$ cat config.mk
export PLATFORM = sky130hd
export DESIGN_NAME = logic_axi4_lite_bus_slave_route
export DESIGN_NICKNAME = d
export VERILOG_FILES = /design/src/rtl/logic_axi4_lite_pkg.sv /design/src/rtl/logic_axi4_lite_bus_route_fifo.sv /design/src/rtl/logic_axi4_lite_bus_slave_route.sv
export SDC_FILE = /design/constraint.sdc
export NUM_CORES = 1
export LEC_CHECK = 0
export BUFFER_PORTS_ARGS = -buffer_cell sky130_fd_sc_hd__clkbuf_2
export CORE_ASPECT_RATIO = 0.9
export CORE_UTILIZATION = 55
export CTS_CLUSTER_DIAMETER = 80
export DETAILED_ROUTE_END_ITERATION = 8
export PLACE_DENSITY = 0.79
export SYNTH_ARGS = -nofsm -noshare
export SYNTH_HDL_FRONTEND = slang
export SYNTH_SLANG_ARGS = --single-unit
$ cat constraint.sdc
create_clock -name aclk_i -period 2.4 [get_ports aclk_i]
set_input_delay 0.48 -clock aclk_i [delete_from_list [all_inputs] [get_ports aclk_i]]
set_output_delay 0.48 -clock aclk_i [all_outputs]
set_load 0.01 [all_outputs]
$ cat src/rtl/logic_axi4_lite_pkg.sv
// logic_axi4_lite_pkg: shared types for the AXI4-Lite slave route stage
//   tok_state_t  - state of an AW/AR route token register
//   route_width  - bit width of a packed {hit, id} route entry
package logic_axi4_lite_pkg;
  typedef enum logic {TOK_IDLE, TOK_VALID} tok_state_t;
  function automatic int route_width(input int slaves_width);
    return slaves_width + 1;
  endfunction
endpackage

$ cat src/rtl/logic_axi4_lite_bus_route_fifo.sv
// logic_axi4_lite_bus_route_fifo: register-based in-order FIFO of route entries
//   clk_i/rst_i      clock, asynchronous active-high reset
//   push_i/data_i    write side
//   pop_i/data_o     read side, data_o is the head entry
//   full_o/empty_o   occupancy flags
module logic_axi4_lite_bus_route_fifo #(
  parameter int WIDTH    = 1,
  parameter int CAPACITY = 4
) (
  input  logic             clk_i,
  input  logic             rst_i,
  input  logic             push_i,
  input  logic             pop_i,
  input  logic [WIDTH-1:0] data_i,
  output logic [WIDTH-1:0] data_o,
  output logic             full_o,
  output logic             empty_o
);
  localparam int PW = CAPACITY > 1 ? $clog2(CAPACITY) : 1;
  localparam int CW = $clog2(CAPACITY + 1);
  logic [WIDTH-1:0] mem_q [CAPACITY];
  logic [PW-1:0] wr_q, rd_q;
  logic [CW-1:0] cnt_q;
  function automatic logic [PW-1:0] nxt(input logic [PW-1:0] p);
    return p == PW'(CAPACITY - 1) ? '0 : p + 1'b1;
  endfunction
  always_ff @(posedge clk_i or posedge rst_i)
    if (rst_i) begin
      wr_q  <= '0;
      rd_q  <= '0;
      cnt_q <= '0;
      for (int i = 0; i < CAPACITY; i++) mem_q[i] <= '0;
    end else begin
      if (push_i) begin
        mem_q[wr_q] <= data_i;
        wr_q        <= nxt(wr_q);
      end
      if (pop_i) rd_q <= nxt(rd_q);
      cnt_q <= cnt_q + CW'(push_i) - CW'(pop_i);
    end
  assign data_o  = mem_q[rd_q];
  assign full_o  = cnt_q == CW'(CAPACITY);
  assign empty_o = cnt_q == '0;
endmodule

$ cat src/rtl/logic_axi4_lite_bus_slave_route.sv
// logic_axi4_lite_bus_slave_route: decodes AW/AR addresses to slave routes and issues in-order route tokens
//   aclk_i/areset_i        clock, asynchronous active-high reset
//   awvalid_i/awaddr_i     upstream write address (monitored only)
//   arvalid_i/araddr_i     upstream read address (monitored only)
//   {aw,w,b,ar,r}_t*       route token streams: tvalid_o/tready_i, tid_o = slave index, tuser_o = hit
module logic_axi4_lite_bus_slave_route
  import logic_axi4_lite_pkg::*;
#(
  parameter int SLAVES         = 1,
  parameter int SLAVES_WIDTH   = (SLAVES >= 2) ? $clog2(SLAVES) : 1,
  parameter int ADDRESS_WIDTH  = 1,
  parameter logic [SLAVES-1:0][ADDRESS_WIDTH-1:0] SLAVES_ADDRESS = '0,
  parameter logic [SLAVES-1:0][ADDRESS_WIDTH-1:0] SLAVES_MASK    = '0,
  parameter int OUTSTANDING    = 4
) (
  input  logic                     aclk_i,
  input  logic                     areset_i,
  input  logic                     awvalid_i,
  input  logic [ADDRESS_WIDTH-1:0] awaddr_i,
  input  logic                     arvalid_i,
  input  logic [ADDRESS_WIDTH-1:0] araddr_i,
  output logic                     aw_tvalid_o,
  input  logic                     aw_tready_i,
  output logic [SLAVES_WIDTH-1:0]  aw_tid_o,
  output logic                     aw_tuser_o,
  output logic                     w_tvalid_o,
  input  logic                     w_tready_i,
  output logic [SLAVES_WIDTH-1:0]  w_tid_o,
  output logic                     w_tuser_o,
  output logic                     b_tvalid_o,
  input  logic                     b_tready_i,
  output logic [SLAVES_WIDTH-1:0]  b_tid_o,
  output logic                     b_tuser_o,
  output logic                     ar_tvalid_o,
  input  logic                     ar_tready_i,
  output logic [SLAVES_WIDTH-1:0]  ar_tid_o,
  output logic                     ar_tuser_o,
  output logic                     r_tvalid_o,
  input  logic                     r_tready_i,
  output logic [SLAVES_WIDTH-1:0]  r_tid_o,
  output logic                     r_tuser_o
);
  typedef struct packed {
    logic                    hit;
    logic [SLAVES_WIDTH-1:0] id;
  } route_t;
  localparam int RW = route_width(SLAVES_WIDTH);
  // scanning downwards lets the lowest matching slave overwrite the others
  function automatic route_t decode(input logic [ADDRESS_WIDTH-1:0] a);
    route_t r;
    r = '0;
    for (int k = SLAVES - 1; k >= 0; k--)
      if ((a & SLAVES_MASK[k]) == SLAVES_ADDRESS[k]) r = '{hit: 1'b1, id: SLAVES_WIDTH'(k)};
    return r;
  endfunction
  tok_state_t aw_st_q, ar_st_q;
  route_t aw_q, ar_q, w_head, b_head, r_head;
  logic w_full, w_empty, b_full, b_empty, r_full, r_empty;
  logic aw_hs, w_hs, b_hs, ar_hs, r_hs;
  // after a handshake the token always drops for a cycle: the upstream
  // address is still the accepted one at that edge and must not be reissued
  always_ff @(posedge aclk_i or posedge areset_i)
    if (areset_i) begin
      aw_st_q <= TOK_IDLE;
      aw_q    <= '0;
    end else if (aw_st_q == TOK_VALID) begin
      if (aw_tready_i) aw_st_q <= TOK_IDLE;
    end else if (awvalid_i && !w_full) begin
      aw_st_q <= TOK_VALID;
      aw_q    <= decode(awaddr_i);
    end
  always_ff @(posedge aclk_i or posedge areset_i)
    if (areset_i) begin
      ar_st_q <= TOK_IDLE;
      ar_q    <= '0;
    end else if (ar_st_q == TOK_VALID) begin
      if (ar_tready_i) ar_st_q <= TOK_IDLE;
    end else if (arvalid_i && !r_full) begin
      ar_st_q <= TOK_VALID;
      ar_q    <= decode(araddr_i);
    end
  assign aw_tvalid_o = aw_st_q == TOK_VALID;
  assign ar_tvalid_o = ar_st_q == TOK_VALID;
  // W waits for room in B so every released write keeps its response route
  assign w_tvalid_o  = !w_empty && !b_full;
  assign b_tvalid_o  = !b_empty;
  assign r_tvalid_o  = !r_empty;
  assign aw_hs = aw_tvalid_o && aw_tready_i;
  assign w_hs  = w_tvalid_o && w_tready_i;
  assign b_hs  = b_tvalid_o && b_tready_i;
  assign ar_hs = ar_tvalid_o && ar_tready_i;
  assign r_hs  = r_tvalid_o && r_tready_i;
  assign {aw_tuser_o, aw_tid_o} = aw_q;
  assign {w_tuser_o, w_tid_o}   = w_head;
  assign {b_tuser_o, b_tid_o}   = b_head;
  assign {ar_tuser_o, ar_tid_o} = ar_q;
  assign {r_tuser_o, r_tid_o}   = r_head;
  logic_axi4_lite_bus_route_fifo #(.WIDTH(RW), .CAPACITY(OUTSTANDING)) u_w_fifo (
    .clk_i(aclk_i), .rst_i(areset_i), .push_i(aw_hs), .pop_i(w_hs),
    .data_i(aw_q), .data_o(w_head), .full_o(w_full), .empty_o(w_empty)
  );
  logic_axi4_lite_bus_route_fifo #(.WIDTH(RW), .CAPACITY(OUTSTANDING)) u_b_fifo (
    .clk_i(aclk_i), .rst_i(areset_i), .push_i(w_hs), .pop_i(b_hs),
    .data_i(w_head), .data_o(b_head), .full_o(b_full), .empty_o(b_empty)
  );
  logic_axi4_lite_bus_route_fifo #(.WIDTH(RW), .CAPACITY(OUTSTANDING)) u_r_fifo (
    .clk_i(aclk_i), .rst_i(areset_i), .push_i(ar_hs), .pop_i(r_hs),
    .data_i(ar_q), .data_o(r_head), .full_o(r_full), .empty_o(r_empty)
  );
endmodule
==> results of run 1 <==
==> cell usage in the layout, fill, tap and decap left out <==
cell type  instances
fa_1               2
clkbuf_2          18
buf_4              4
fa_2               1
dfrtp_2            1
nand2_1           14
mux4_2             3
or3_4              2
o21bai_1           2
and2_1             2
nor3b_4            2
inv_1             23
bufinv_16          2
clkinv_2           1
conb_1             5
xnor2_1            5
nor3_4             1
clkbuf_8           5
o31ai_1            2
dfrtp_1           36
nand2_2            2
o21ai_0            2
xnor2_2            1
mux2_1             1
nor2_1             7
mux2i_1            2
mux2_2            21
nor3_1             4
ha_1              21
==> layer usage <==
layer	up-vias	track usage, %	routed length, microns
li1	575	-	-
met1	571	22.7	1420
met2	26	35.9	1690
met3	8	6.54	131
met4	0	9.94	65
met5	-	0	0
==> sequential cells by signal, indices dropped and copies added (netlist names) <==
signal and cells:
u_b_fifo.cnt_q 3, ar_tvalid_o 1, u_w_fifo.mem_q 4, u_b_fifo.rd_q 2
u_r_fifo.wr_q 2, aw_tvalid_o 1, u_w_fifo.cnt_q 3, u_r_fifo.rd_q 2
u_w_fifo.wr_q 2, aw_tuser_o 1, ar_tuser_o 1, u_r_fifo.cnt_q 3
u_b_fifo.wr_q 2, u_r_fifo.mem_q 4, u_w_fifo.rd_q 2, u_b_fifo.mem_q 4
==> worst max-delay path, delay by kind of cell (launching register included) <==
kind                     cells  cell delay (ns)
XOR/XNOR                     2             0.30
adder cells (fa/ha/maj)      3             0.80
buffers and inverters        3             0.17
flip-flops                   1             0.42
AND/OR/NAND/NOR              2             0.51
==> metrics by stage <==
step	hold WS [ns]	std cells	utilization, %	power [mW]
floorplan	0.474	169	-	2.04
global placement	0.482	226	62.0	2.22
detailed placement	0.497	226	62.0	2.37
CTS	0.277	234	65.9	3.02
global route	0.325	236	67.2	3.31
finish	0.262	236	67.2	3.05
==> worst max path at each step <==
stage | cells after the start | start | slack (ns) | endpoint
global placement | 10 | w_tready_i | 0.13 | u_b_fifo.cnt_q[2]$_DFF_PP0_
global route | 10 | u_b_fifo.cnt_q[0]$_DFF_PP0_ | 0.006 | u_b_fifo.cnt_q[2]$_DFF_PP0_
floorplan | 10 | u_b_fifo.cnt_q[1]$_DFF_PP0_ | 0.14 | u_b_fifo.cnt_q[2]$_DFF_PP0_
CTS | 10 | u_r_fifo.cnt_q[1]$_DFF_PP0_ | 0.01 | u_r_fifo.cnt_q[2]$_DFF_PP0_
finish | 10 | u_b_fifo.cnt_q[0]$_DFF_PP0_ | 0.12 | u_b_fifo.cnt_q[2]$_DFF_PP0_
detailed placement | 10 | w_tready_i | 0.01 | u_b_fifo.cnt_q[2]$_DFF_PP0_
==> layout make-up <==
type	count	share of cell area (%)
clock buffers	5	2.99
clock inverters	3	2.83
inverters	23	3.75
multi-input cells	102	42.6
flip-flops and latches	37	40.3
well taps	44	2.39
repair buffers	22	5.22
==> Yosys cell counts <==
| cell | instances |
|---|---|
| mux2_1 | 1 |
| nor2_1 | 7 |
| xnor2_1 | 6 |
| ha_1 | 21 |
| mux2_2 | 21 |
| nand2_1 | 16 |
| mux2i_1 | 2 |
| o21bai_1 | 2 |
| nor3_1 | 4 |
| buf_2 | 2 |
| nor3b_4 | 2 |
| o31ai_1 | 2 |
| inv_1 | 23 |
| fa_1 | 3 |
| nor3_4 | 1 |
| buf_4 | 5 |
| conb_1 | 1 |
| mux4_2 | 3 |
| or3_1 | 2 |
| o21ai_0 | 2 |
| dfrtp_1 | 37 |
| and2_1 | 2 |
==> power groups by stage <==
stage	Combinational (mW)	Sequential [mW]	Clock [mW]
final	1.25	1.16	0.637
after floorplan	0.913	1.12	0
after global routing	1.43	1.21	0.676
after detailed placement	1.19	1.18	0
after CTS	1.20	1.17	0.653
after global placement	1.08	1.14	0
==> logic make-up after synthesis <==
kind of cell | Yosys count
DFF | 37
other | 1
AOI/OAI and AO/OA | 6
and+or+nand+nor | 34
adders and majority gates | 24
muxes | 27
buffers and inverters | 30
xor gates and xnor gates | 6
==> timing repair <==
item | CTS | global route
hold buffers | 0 | 0
setup endpoints to repair | 0 | 2
resized for setup | 0 | 7
setup buffers | 0 | 2
==> flow_summary.yaml, run 1 <==
floorplanning:
  ios: 26
  rows: 20
  core-area_sq_mm: 0.00343
  fp.dieH_microns: 59.2
  die_area_sq_mm: 0.00388
  initial_utilization_pct: 58.3
  die_x_microns: 65.6
worst_setup_path:
  critical_path_class: "flop to flop"
  crit_top_cell: "inv_1"
  regToRegEndpoint: "u_b_fifo.cnt_q[2]$_DFF_PP0_"
  reg2reg_from: "u_b_fifo.cnt_q[0]$_DFF_PP0_"
  cpPeakStageDelay_ns: 0.42
  r2r_cells: 10
  cp_slowest_cell: "dfrtp_1"
  worstPathMaxFanout: 3
  crit_required_ns: 2.62
  path_cells: "or3_4, nand2_2, inv_1, ha_1, inv_1, ha_1, inv_1, fa_1, xnor2_1, xnor2_1"
  end_kind: "flop"
  start_kind: "flop"
  worstPathArrival_ns: 2.50
  r2r_slack_ns: 0.12
timing:
  finalSetupViolations: 0
  fin_ws_ns: 0.123
  hold_viol_final: 0
  rsz0062_at_grt: "no"
  slew_viol_final: 0
  fmax_mhz: 439
  timing.final.crit_share_pct: 94.9
  skew_ns: 0.00438
  fin_setup_tns_ns: 0
  period_minus_slack_ns: 2.28
global_routing:
  grt_pass1_vias: 1264
  grt_antenna_before_repair: 0
  grt_pass1_wl_microns: 5670
  grtUsageTotal_pct: 20.5
  grt_overflow: 0
  grt_start_max_net_pins: 38
yosys:
  seq_area_frac_synth_pct: 46.3
  synthDistinctLibCells: 22
  yosys_warnings: 0
  synth_top_area_share_pct: 46.3
  synth_top_family_by_area: "multiplexers"
  synthMuxAreaShare_pct: 16.8
  synth.avg_cell_area_sq_um: 12.1
  synthSimpleGateAreaFrac_pct: 9.26
  yosysTopAreaCell: "dfrtp_1"
  ys_top_cells_by_area: "dfrtp_1, ha_1, mux2_2, inv_1, mux4_2"
  synth-adder-area-share_pct: 16.1
  synth_xor_area_share_pct: 2.63
  syn_area_sq_mm: 0.00200
  yosys_register_bits: 37
  syn_inst: 165
  synth_compound_area_share_pct: 2.00
cells_and_area:
  syn2layout_area_growth_pct: 15.1
  nNetsFinal: 226
  regArea_sq_um: 927
  multiInputGateArea_sq_um: 980
  n_antenna_cell: 0
  stdcell_area_sq_mm: 0.00230
  n_fill_cell: 260
  drive_gt1_share_pct: 33.3
route:
  via_per_inst: 5.00
  drc_errors: 0
  vias: 1180
  dr.first_iter.drc_count: 16
  avgRoutedWirePerCell_microns: 14.0
  first_pass_iters: 4
  antenna_left: 0
  wirelength_microns: 3310
clock_network:
  cts_buffers: 5
  path_clk_slew_ns: 0.07
  cts.sinks: 37
  cts_root_buf: "clkbuf_8"
  tritoncts: "yes"
  htree_levels: 2
  clk_latency_ns: 0.29
  clk_path_buf_depth: 2
power_and_ir_drop:
  switching_share_pct: 34.6
  seqPwrFrac_pct: 38.2
  leakage_nw: 1.07
  p_comb_share_pct: 40.9
  p_sw_mw: 1.06
  power.density_mw_per_mm2: 1320
  vdd_drop_max_v: 0.000666
  internal_power_mw: 1.99
  p_clk_share_pct: 20.9
placement:
  post-place-ws_ns: 0.0124
  place_area_sq_mm: 0.00213
  portBuffers: 18
  dp_hpwl_microns: 2490
  gp_congestion: 0.710
outcome:
  status: "finished clean"
worst_hold_path:
  worstHoldPathType: "primary input to asynchronous set/reset pin"
flow_run:
  drv_cap: 0
Power figures use the tool's default switching activity.
==> inputs of run 2 (changes only) <==
Settings changed: PLACE_DENSITY 0.79 to 0.78, SYNTH_HIERARCHICAL set to 1.
==> flow_summary.yaml, run 2 <==
outcome:
  status: "finished clean"
route:
  drc_errors: 0
  antenna_left: 0
  avgRoutedWirePerCell_microns: 13.0
  via_per_inst: 4.86
  dr.first_iter.drc_count: 36
  wirelength_microns: 3690
  vias: 1385
  first_pass_iters: 3
yosys:
  yosys_warnings: 6
  yosys_register_bits: 49
  async_flop_share_pct: 100
  synth_top_area_share_pct: 50.2
  syn_area_sq_mm: 0.00244
  synth_edf_count: 0
  synth_ff_type: "dfrtp_1"
  ys_top_cells_by_area: "dfrtp_1, mux2_2, ha_1, inv_1, mux4_2"
  synth_commonest_cells: "dfrtp_1, mux2_2, inv_1, ha_1, nand2_1"
  yosysTopAreaCell: "dfrtp_1"
  synthDistinctLibCells: 26
  synth.avg_cell_area_sq_um: 13.0
  yosysMostFrequentCell: "dfrtp_1"
  syn_inst: 188
  seq_area_frac_synth_pct: 50.2
clock_network:
  clk_latency_ns: 0.29
  hold_buffers: 0
  htree_levels: 2
  postCtsSetupBuffers: 0
  cts_buffers: 5
  cts_root_buf: "clkbuf_8"
  tritoncts: "yes"
  path_clk_slew_ns: 0.08
  cts.sinks: 49
  cts_resized: 0
  clk_path_buf_depth: 2
global_routing:
  grt_start_max_net_pins: 16
  grt_pass1_vias: 1471
  grt_pass1_wl_microns: 6560
  grtUsageTotal_pct: 18.7
  grt_overflow: 0
  grt_antenna_before_repair: 0
floorplanning:
  initial_utilization_pct: 58.8
  rows: 22
  ios: 26
  core-area_sq_mm: 0.00416
  die_x_microns: 72.3
  die_area_sq_mm: 0.00471
  fp.dieH_microns: 65.2
placement:
  place_area_sq_mm: 0.00265
  gp_congestion: 0.760
  dp_hpwl_microns: 2800
  dp_cells: 277
  portBuffers: 21
  post-place-ws_ns: 0.172
cells_and_area:
  stdcell_count: 285
  layout_commonest_cell: "dfrtp_1"
  stdcell_area_sq_mm: 0.00274
  largestRegisters: "u_b_fifo/mem_q: 8 flops, u_r_fifo/mem_q: 8 flops, u_w_fifo/mem_q: 8 flops"
  n_antenna_cell: 0
  syn2layout_area_growth_pct: 12.1
  layout_common_cells: "dfrtp_1, mux2_2, inv_1, clkbuf_2, ha_1"
  n_fill_cell: 324
  nNetsFinal: 259
  drive_gt1_share_pct: 28.4
timing:
  rsz0062_at_grt: "no"
  finalSetupViolations: 0
  fin_setup_tns_ns: 0
  period_minus_slack_ns: 2.21
  relSlewSlack_pct: 60.6
  hold_viol_final: 0
  fmax_mhz: 452
  slew_viol_final: 0
  timing.final.crit_share_pct: 92.2
  fin_ws_ns: 0.186
  tightestPinTransition_ns: 0.590
  skew_ns: 0.00509
worst_setup_path:
  start_kind: "flop"
  critical_path_class: "flop to flop"
  worstPathMaxFanout: 3
  end_kind: "flop"
  crit_required_ns: 2.58
  worstPathArrival_ns: 2.39
power_and_ir_drop:
  power.total_mw: 3.35
  power.density_mw_per_mm2: 1220
  leakage_nw: 1.28
  vdd_drop_max_v: 0.000651
flow_run:
  drv_cap: 0
worst_hold_path:
  worstHoldPathType: "primary input to asynchronous set/reset pin"
-- run 2: cell types whose count changed after synthesis, sizes merged, moves of 3 or more --
| cell | before | now |
|---|---|---|
| dfrtp | 37 | 49 |
| nor2 | 7 | 1 |
| nand2b | 0 | 4 |
| buf | 7 | 2 |
| mux2 | 22 | 27 |
| mux4 | 3 | 6 |
| or3b | 0 | 3 |
| o21ai | 2 | 6 |
-- run 2: worst max-delay path, stage by stage (launching register included) --
cell and delay, ns:
dfrtp_1 0.41, inv_1 0.10, and3_1 0.20, nor2_2 0.05
and2_1 0.18, ha_1 0.29, inv_1 0.06, ha_1 0.13
inv_1 0.05, fa_1 0.37, xnor2_1 0.14, xnor2_1 0.13
-- run 2: routing by layer --
| metal | routed length [microns] | track usage [%] | vias up |
|---|---|---|---|
| met3 | 136 | 4.14 | 4 |
| met4 | 31 | 6.62 | 0 |
| met1 | 1790 | 24.7 | 670 |
| li1 | - | - | 689 |
| met5 | 0 | 0 | - |
| met2 | 1730 | 30.4 | 22 |
-- run 2: path summary, 6_finish.rpt --
kind | start | endpoint | slack, ns | depth (start not counted)
hold reg to reg | u_r_fifo/cnt_q[2]$_DFF_PP0_ | u_r_fifo/cnt_q[2]$_DFF_PP0_ | 0.50 | 1
max in group asynchronous | areset_i | u_b_fifo/cnt_q[2]$_DFF_PP0_ | 1.74 | 2
setup reg to reg | u_b_fifo/cnt_q[1]$_DFF_PP0_ | u_w_fifo/cnt_q[2]$_DFF_PP0_ | 0.19 | 11
hold / removal | areset_i | aw_tvalid_o$_DFF_PP0_ | 0.09 | 2
min in group aclk_i | ar_tready_i | ar_tvalid_o$_DFF_PP0_ | 0.38 | 2
setup / recovery | u_b_fifo/cnt_q[1]$_DFF_PP0_ | u_w_fifo/cnt_q[2]$_DFF_PP0_ | 0.19 | 11
-- run 2: through the flow --
stage | hold slack [ns] | utilization (%)
after global placement | 0.411 | 63.8
after floorplan | 0.246 | -
final | 0.0896 | 65.9
after CTS | 0.0866 | 65.7
after detailed placement | 0.413 | 63.8
after global routing | 0.0970 | 65.9
-- run 2: layout make-up --
class	instances	area (sq um)	area share (%)
flip-flops and latches	49	1230	44.7
multi-input cells	121	1150	42.0
well taps	60	75.1	2.74
clock inverters	2	10.0	0.365
clock buffers	6	72.6	2.65
repair buffers	22	113	4.11
inverters	25	93.8	3.42
-- run 2: power by group --
part	switching (mW)	internal [mW]
clock network	0.253	0.202
registers	0.297	1.21
logic	0.628	0.759
total	1.18	2.17
-- run 2: cells by family after synthesis --
| kind of cell | count (synthesis) | share of synthesized area [%] |
|---|---|---|
| adder cells (fa/ha/maj) | 24 | 13.2 |
| AO/OA/AOI/OAI | 8 | 1.89 |
| other | 1 | 0.153 |
| buffers and inverters | 27 | 4.45 |
| AND/OR/NAND/NOR | 36 | 8.04 |
| flip-flops | 49 | 50.2 |
| multiplexers | 37 | 19.9 |
| XOR/XNOR | 6 | 2.15 |
